===== src/rtl/tlb_op_ctrl.sv =====
// Sequencer for TLBP/TLBR/TLBWI/TLBWR between the CP0 register file and the TLB array.
// Optional macro TLB_RANDOM_EN enables the free-running Random register used by TLBWR.
module tlb_op_ctrl #(
    parameter int  TLBNUM = 8,
    localparam int IW     = $clog2(TLBNUM)
) (
    input  logic          clk,
    input  logic          reset,

    input  logic          op_valid,
    input  logic [1:0]    op_code,
    output logic          op_ready,

    input  logic [31:0]   cp0_entryhi,
    input  logic [31:0]   cp0_entrylo0,
    input  logic [31:0]   cp0_entrylo1,
    input  logic [IW-1:0] cp0_index,
    output logic [IW-1:0] random,

    output logic [18:0]   tlb_s_vpn2,
    output logic [7:0]    tlb_s_asid,
    input  logic          tlb_s_found,
    input  logic [IW-1:0] tlb_s_index,

    output logic          tlb_we,
    output logic [IW-1:0] tlb_w_index,
    output logic [18:0]   tlb_w_vpn2,
    output logic [7:0]    tlb_w_asid,
    output logic          tlb_w_g,
    output logic [24:0]   tlb_w_lo0,
    output logic [24:0]   tlb_w_lo1,

    output logic [IW-1:0] tlb_r_index,
    input  logic [18:0]   tlb_r_vpn2,
    input  logic [7:0]    tlb_r_asid,
    input  logic          tlb_r_g,
    input  logic [24:0]   tlb_r_lo0,
    input  logic [24:0]   tlb_r_lo1,

    output logic          done,
    output logic          res_probe_miss,
    output logic [IW-1:0] res_index,
    output logic [31:0]   res_entryhi,
    output logic [31:0]   res_entrylo0,
    output logic [31:0]   res_entrylo1
);

    localparam logic [1:0] OP_TLBP  = 2'd0;
    localparam logic [1:0] OP_TLBR  = 2'd1;
    localparam logic [1:0] OP_TLBWI = 2'd2;
    localparam logic [1:0] OP_TLBWR = 2'd3;

    typedef enum logic [1:0] {
        IDLE = 2'd0,
        EXEC = 2'd1,
        RESP = 2'd2
    } state_t;

    state_t        state_q;
    state_t        state_d;
    logic          accept;
    logic [IW-1:0] target_idx;

    logic [1:0]    op_q;
    logic [18:0]   vpn2_q;
    logic [7:0]    asid_q;
    logic [25:0]   lo0_q;
    logic [25:0]   lo1_q;
    logic [IW-1:0] idx_q;

    logic          unused_bits;

    assign unused_bits = ^{cp0_entryhi[12:8], cp0_entrylo0[31:26], cp0_entrylo1[31:26]};

    // Random counts down every cycle so TLBWR picks a pseudo-random victim.
`ifdef TLB_RANDOM_EN
    logic [IW-1:0] random_q;

    always_ff @(posedge clk) begin
        if (reset) begin
            random_q <= IW'(TLBNUM - 1);
        end else if (random_q == '0) begin
            random_q <= IW'(TLBNUM - 1);
        end else begin
            random_q <= random_q - IW'(1);
        end
    end

    assign random     = random_q;
    assign target_idx = (op_code == OP_TLBWR) ? random_q : cp0_index;
`else
    assign random     = '0;
    assign target_idx = cp0_index;
`endif

    assign op_ready = (state_q == IDLE);
    assign accept   = op_valid && op_ready;

    always_ff @(posedge clk) begin
        if (reset) begin
            state_q <= IDLE;
        end else begin
            state_q <= state_d;
        end
    end

    always_comb begin
        state_d = state_q;
        case (state_q)
            IDLE:    if (op_valid) state_d = EXEC;
            EXEC:    state_d = RESP;
            RESP:    state_d = IDLE;
            default: state_d = IDLE;
        endcase
    end

    // Operands are frozen at accept so CP0 may change while the op is in flight.
    always_ff @(posedge clk) begin
        if (reset) begin
            op_q   <= OP_TLBP;
            vpn2_q <= '0;
            asid_q <= '0;
            lo0_q  <= '0;
            lo1_q  <= '0;
            idx_q  <= '0;
        end else if (accept) begin
            op_q   <= op_code;
            vpn2_q <= cp0_entryhi[31:13];
            asid_q <= cp0_entryhi[7:0];
            lo0_q  <= cp0_entrylo0[25:0];
            lo1_q  <= cp0_entrylo1[25:0];
            idx_q  <= target_idx;
        end
    end

    assign tlb_s_vpn2  = vpn2_q;
    assign tlb_s_asid  = asid_q;

    assign tlb_we      = (state_q == EXEC) && ((op_q == OP_TLBWI) || (op_q == OP_TLBWR));
    assign tlb_w_index = idx_q;
    assign tlb_w_vpn2  = vpn2_q;
    assign tlb_w_asid  = asid_q;
    assign tlb_w_g     = lo0_q[0] & lo1_q[0];
    assign tlb_w_lo0   = lo0_q[25:1];
    assign tlb_w_lo1   = lo1_q[25:1];

    assign tlb_r_index = idx_q;

    assign done        = (state_q == RESP);

    // Results become visible in RESP and hold until the next op of the same kind.
    always_ff @(posedge clk) begin
        if (reset) begin
            res_probe_miss <= 1'b0;
            res_index      <= '0;
            res_entryhi    <= '0;
            res_entrylo0   <= '0;
            res_entrylo1   <= '0;
        end else if (state_q == EXEC) begin
            case (op_q)
                OP_TLBP: begin
                    res_probe_miss <= ~tlb_s_found;
                    res_index      <= tlb_s_found ? tlb_s_index : '0;
                end
                OP_TLBR: begin
                    res_entryhi  <= {tlb_r_vpn2, 5'b0, tlb_r_asid};
                    res_entrylo0 <= {6'b0, tlb_r_lo0, tlb_r_g};
                    res_entrylo1 <= {6'b0, tlb_r_lo1, tlb_r_g};
                end
                default: begin
                end
            endcase
        end
    end

endmodule


===== config.mk =====
export PLATFORM = sky130hd
export DESIGN_NAME = tlb_op_ctrl
export DESIGN_NICKNAME = d
export VERILOG_FILES = /design/src/rtl/tlb_op_ctrl.sv
export SDC_FILE = /design/constraint.sdc
export NUM_CORES = 1
export LEC_CHECK = 0
export ABC_AREA = 1
export CAP_MARGIN = 20
export CORE_AREA = 2 2 173 133
export DETAILED_ROUTE_END_ITERATION = 10
export DIE_AREA = 0 0 175 135
export MAX_ROUTING_LAYER = met4
export PLACE_DENSITY_LB_ADDON = 0.3
export REMOVE_ABC_BUFFERS = 1
export SYNTH_ARGS = -nofsm -noshare
export SYNTH_HDL_FRONTEND = slang
export SYNTH_SLANG_ARGS = --single-unit

===== constraint.sdc =====
create_clock -name clk -period 1.2 [get_ports clk]
set_input_delay 0.24 -clock clk [delete_from_list [all_inputs] [get_ports clk]]
set_output_delay 0.24 -clock clk [all_outputs]
set_load 0.01 [all_outputs]

[Word-level counts from Yosys, hierarchy flattened]
Cells that the tools add are included.
Word-level totals
  input port bits: 186
  bits in latches: 0
  RAM bits: 0
  register bits: 169
  memories: 0
  memory bits (read-only): 0
  output and inout port bits: 217
  word-level logic and storage cells: 30
Operators by class
  multiplexer cells: 3
  bitwise logic cells: 2
  equal/unequal tests: 6
  shifts and indexed selects: 0
  reduce and logical (&&, ||, !) cells: 7
  magnitude comparators: 0
  $mul: 0
  $add $sub $neg: 0
  div/mod/pow operators: 0
Operators with widths (count)
  == test 2 bit, second input constant: 3
  == test 2 x 1 -> 1 bit, second input constant: 2
  zero test 2 bit: 2
  case mux 2 bit (2 select lines): 1
  AND reduction 2 bit: 2
  2-to-1 mux 3 bit: 1
  logical AND 1 bit: 2
  2-to-1 mux 2 bit: 1
  inequality test 2 bit, second input constant: 1
  bitwise AND 1 bit: 1
  logical OR 1 bit: 1
  inverter 1 bit: 1

[Longest topological paths before layout]
  depth after elaboration: 3
  depth in mapped cells: 7

[Worst setup path before layout]
Ideal clock, no wire load.
  kind: register to register
  start: register op_q[0]
  end: register res_entrylo1[10]
  arrival time: 1.057 ns
  cell stages (with the launch flop): 8
  setup time: 0.113 ns
  slack: 0.030 ns
  period minus slack after synthesis: 1.170 ns
  cells stage by stage: dfxtp_1 -> inv_1 -> nor2_2 -> buf_4 -> buf_2 -> nand3_1 -> nand2_1 -> nor2_1
Between the ends
  longest elaborated chain between the ends: 2
Ends and longest elaborated chain
  start, declared: RTL line 64  | logic [1:0] op_q;
  start signal, assigned: RTL line 127  | op_q <= op_code;
  == test 2 x 1 -> 1 bit: RTL line 160  | case (op_q)
  AND reduction 2 bit (no line)
  end signal, assigned: RTL line 168  | res_entrylo1 <= {6'b0, tlb_r_lo1, tlb_r_g};
  end, declared: RTL line 45  | output logic [31:0] res_entrylo1
Every way passes these cells.
A chain may end at the register's enable or synchronous reset.

[Worst setup path after layout]
  start: register state_q[1]
  end: register res_entrylo1[0]
Between the ends
  longest elaborated chain between the ends: 2
Ends and longest elaborated chain
  start, declared: RTL line 59  | state_t state_q;
  start signal, assigned: RTL line 103  | state_q <= state_d;
  == test 2 x 1 -> 1 bit: RTL line 159  | end else if (state_q == EXEC) begin
  AND reduction 2 bit (no line)
Every way passes these cells.

==> impl_summary.txt <==
----------------------------------------------------
[Logic synthesis]
  Synth area leader ... sky130_fd_sc_hd__dfxtp_1
  Fraction of the mapped netlist area in compound gates ... 0.257%
  Post-synthesis cell count ... 1105
  Seq/Total Area, Yosys ... 43.2%
  Async SR Flop Fraction ... 0%
  Share of synthesized area spent on multiplexers ... 0%
  Combinational family with the most area after synthesis ... simple AND/OR/NAND/NOR gates
  Cell with the most instances after synthesis ... sky130_fd_sc_hd__nor2_1
  Synthesized-area fraction occupied by and/or/nand/nor cells ... 38.1%
  Post-synthesis instance area ... 7790 µm²
  Synthesized-area fraction occupied by xor and xnor cells ... 0%
  Count of distinct cell types in the synthesized netlist ... 15
  Top cells by area in the synthesized netlist ... sky130_fd_sc_hd__dfxtp_1, sky130_fd_sc_hd__nor2_1, sky130_fd_sc_hd__buf_4, sky130_fd_sc_hd__nand2_1, sky130_fd_sc_hd__nand3b_1
  Post-synth top cells ... sky130_fd_sc_hd__nor2_1, sky130_fd_sc_hd__nand2_1, sky130_fd_sc_hd__dfxtp_1
  Synthesized-area fraction occupied by adder cells ... 0%
  Syn_area_per_cell ... 7.05 µm²
  Flip-flop and latch count after synthesis ... 168
  Area fraction of the dominant cell type after synthesis ... 43.2%
  Most used DFF post-synth ... sky130_fd_sc_hd__dfxtp_1
  Warnings from Yosys ... 0
  Number of enable-type register cells in the synthesized netlist ... 0

[Detailed routing]
  Routed vias/inst ... 4.47
  Count of TritonRoute iterations in the first routing pass ... 7
  DR iter-0 viols ... 325
  Avg WL per Cell ... 15.8 µm
  DRT antenna net count ... 0
  Vias ... 7835
  Total detailed-routing wirelength ... 27700 µm
  DRC violations left ... 0

[Place]
  Routability cong. ... 0.859
  Detailed placer's ending HPWL ... 16900 µm
  Area after DPL ... 11500 µm²
  Count of input and output buffers ... 365

[Floorplanning]
  Die width ... 175 µm
  # rows ... 47
  Die height ... 135 µm
  Initial core utilization ... 35.7%
  Number of top-level design ports ... 403
  Die ar. ... 23600 µm²
  Std-Cell Core Area ... 21800 µm²

[Setup path]
  CP Class ... flip-flop to flip-flop
  Endpoint of the lowest-slack register-to-register path ... res_entrylo1[0]
  Longest individual stage delay on the worst path ... 0.37 ns
  Flop-to-flop setup slack ... -0.16 ns
  Crit path launch type ... flip-flop
  Standard cell with the maximum stage delay on the critical path ... sky130_fd_sc_hd__dfxtp_4
  Source of the worst register-to-register timing path ... state_q[1]
  Depth of the most critical reg-to-reg path ... 9
  CP max FO ... 7
  Worst EP required ... 1.56 ns
  Crit path DAT ... 1.72 ns
  Critical-path cell list ... inv_4, nand2_2, buf_4, nor2_4, buf_12, buf_12, buf_6, nor2_1, nor2_1
  Element type at the critical path end ... flip-flop
  Critical path launch point ... state_q[1]
  Worst setup path end ... res_entrylo1[0]

[Global routing]
  Total global routing overflow ... 0
  Tot GR Track Use ... 20.3%
  Number of antenna violations at the first check in global routing ... 0
  Via count of the first global-routing pass ... 6988
  Global-route wire length before repair ... 36800 µm
  Pin count of the biggest net entering global routing ... 41

[STA]
  Tcrit/Tclk final ... 114%
  Number of hold violations in the final report ... 0
  Unrepaired setup endpoints after global routing ... yes
  Setup violations, final ... 173
  Max frequency ... 733 MHz
  Tmin final ... 1.36 ns
  Max Slew Vio Count ... 0
  Setup TNS ... -14.59 ns
  Clock Skews ... 0.0157 ns
  Post-route worst setup slack ... -0.163 ns

[Clock tree]
  Post-CTS clock slew at the launch and capture registers of the worst setup and hold paths ... 0.07 ns
  Count of hold-fix buffers inserted at cts ... 0
  CTS tree ... done
  Buffer cell driving the clock tree root ... sky130_fd_sc_hd__clkbuf_16
  Later-pin clock latency in the skew report ... 0.43 ns
  Number of buffers on the longest clock path ... 2
  CTS HTree Levels ... 4
  Number of sinks handled by clock tree synthesis ... 168
  Number of buffers inserted during clock tree synthesis ... 17

[Power and ir drop]
  Worst IR drop on VDD ... 0.000845 V
  Static Leakage ... 0.00618 µW
  Power density over the cells ... 1180 nW/µm²

[Run status]
  Result of the run ... complete, but fails checks
  Failing checks ... negative setup slack

[Finish]
  Antenna diode count ... 0
  Syn-to-layout area delta ... 64.2%
  Share of final-layout standard cells stronger than drive strength 1 ... 33.8%
  Final net count ... 1630
  Non-Filler Cell Area, Final ... 12800 µm²

[Min path]
  Min-Delay Path Depth ... 4
  Tightest Hold Check Type ... primary input to flip-flop

[Run]
  Maximum Capacitance Violations ... 0

----------------------------------------------------
==> kinds of logic (layout without fill, tap and decap cells) <==
| logic type | after synthesis | in the layout |
|---|---|---|
| and+or+nand+nor | 676 | 676 |
| buffers and inverters | 256 | 589 |
| DFF | 168 | 168 |
| AOI/OAI and AO/OA | 4 | 4 |
| other | 1 | 20 |
==> placed cells by master (no fill, tap or decap), types with 3 or more instances in the layout <==
cell type,count
sky130_fd_sc_hd__nor2_1,275
sky130_fd_sc_hd__buf_2,184
sky130_fd_sc_hd__nand2_1,169
sky130_fd_sc_hd__clkdlybuf4s50_1,167
sky130_fd_sc_hd__dfxtp_1,95
sky130_fd_sc_hd__nand3b_1,84
sky130_fd_sc_hd__inv_1,81
sky130_fd_sc_hd__dfxtp_2,70
sky130_fd_sc_hd__nand3_1,68
sky130_fd_sc_hd__clkbuf_16,43
sky130_fd_sc_hd__buf_12,37
sky130_fd_sc_hd__nor2_2,33
sky130_fd_sc_hd__nor2_4,29
sky130_fd_sc_hd__buf_4,29
sky130_fd_sc_hd__conb_1,20
sky130_fd_sc_hd__buf_6,20
sky130_fd_sc_hd__nand3_2,14
sky130_fd_sc_hd__inv_6,5
sky130_fd_sc_hd__buf_16,5
sky130_fd_sc_hd__a21oi_1,4
sky130_fd_sc_hd__clkinv_4,4
sky130_fd_sc_hd__buf_8,4
sky130_fd_sc_hd__nand2_2,3
sky130_fd_sc_hd__dfxtp_4,3
==> metrics by stage <==
stage,instances,power [µW],hold WS [ns],util [%],setup slack (ns)
2_1_floorplan,953,7420,0.312,-,-2.07
3_3_place_gp,1663,9350,0.462,52.6,-0.174
3_5_place_dp,1663,9380,0.471,52.6,-0.205
4_1_cts,1708,14600,0.320,52.8,-0.159
5_1_grt,1751,15800,0.262,58.6,-0.207
6_report,1751,15100,0.268,58.6,-0.163
==> power breakdown <==
part | internal [µW] | switching, µW | leakage, µW | total [µW]
Sequential | 5940 | 237 | 0.00141 | 6180
Clock | 2780 | 2500 | 0.000270 | 5290
Combinational | 1960 | 1660 | 0.00451 | 3620
==> state kept, by name, summed over array words and instances (netlist names) <==
signal and flops:
tlb_r_index 3, res_index 3, res_entrylo1 26, op_q 2, lo1_q 26, lo0_q 26
tlb_s_vpn2 19, res_entrylo0 25, tlb_s_asid 8, state_q 2, res_probe_miss 1, res_entryhi 27
==> routing by layer <==
metal / GRT usage (%) / routed length, µm / part of all wire, %
met4: 5.23 / 318 / 1.1
met2: 33.8 / 13700 / 50
met3: 5.88 / 1890 / 6.8
met5: - / 0 / 0
met1: 24.2 / 11800 / 43
==> layout make-up <==
type	count	area (µm²)
fillers	1991	9030
repair buffers	472	4620
flip-flops and latches	168	3460
multi-input cells	700	3440
clock buffers	20	447
well taps	294	368
inverters	85	337
clock inverters	12	109
==> timing repair <==
item	CTS	global route
setup buffers	8	16
pin swaps	52	86
resized for setup	904	123
cloned	6	33
setup endpoints to repair	363	182
==> worst min path at each step <==
stage	start	to	slack (ns)
6_report	op_valid	state_q[0]	0.27
3_5_place_dp	res_entryhi[14]	res_entryhi[14]	0.47
4_1_cts	op_valid	state_q[0]	0.32
3_3_place_gp	res_index[0]	res_index[0]	0.46
5_1_grt	op_valid	state_q[0]	0.26
2_1_floorplan	reset	state_q[0]	0.31
==> worst max-delay path, delay by kind of cell, from the launching register on <==
| kind | cells | cell delay, ns |
|---|---|---|
| buffers and inverters | 5 | 0.62 |
| and+or+nand+nor | 4 | 0.30 |
| DFF | 1 | 0.37 |
(Power assumes the default switching activity.)
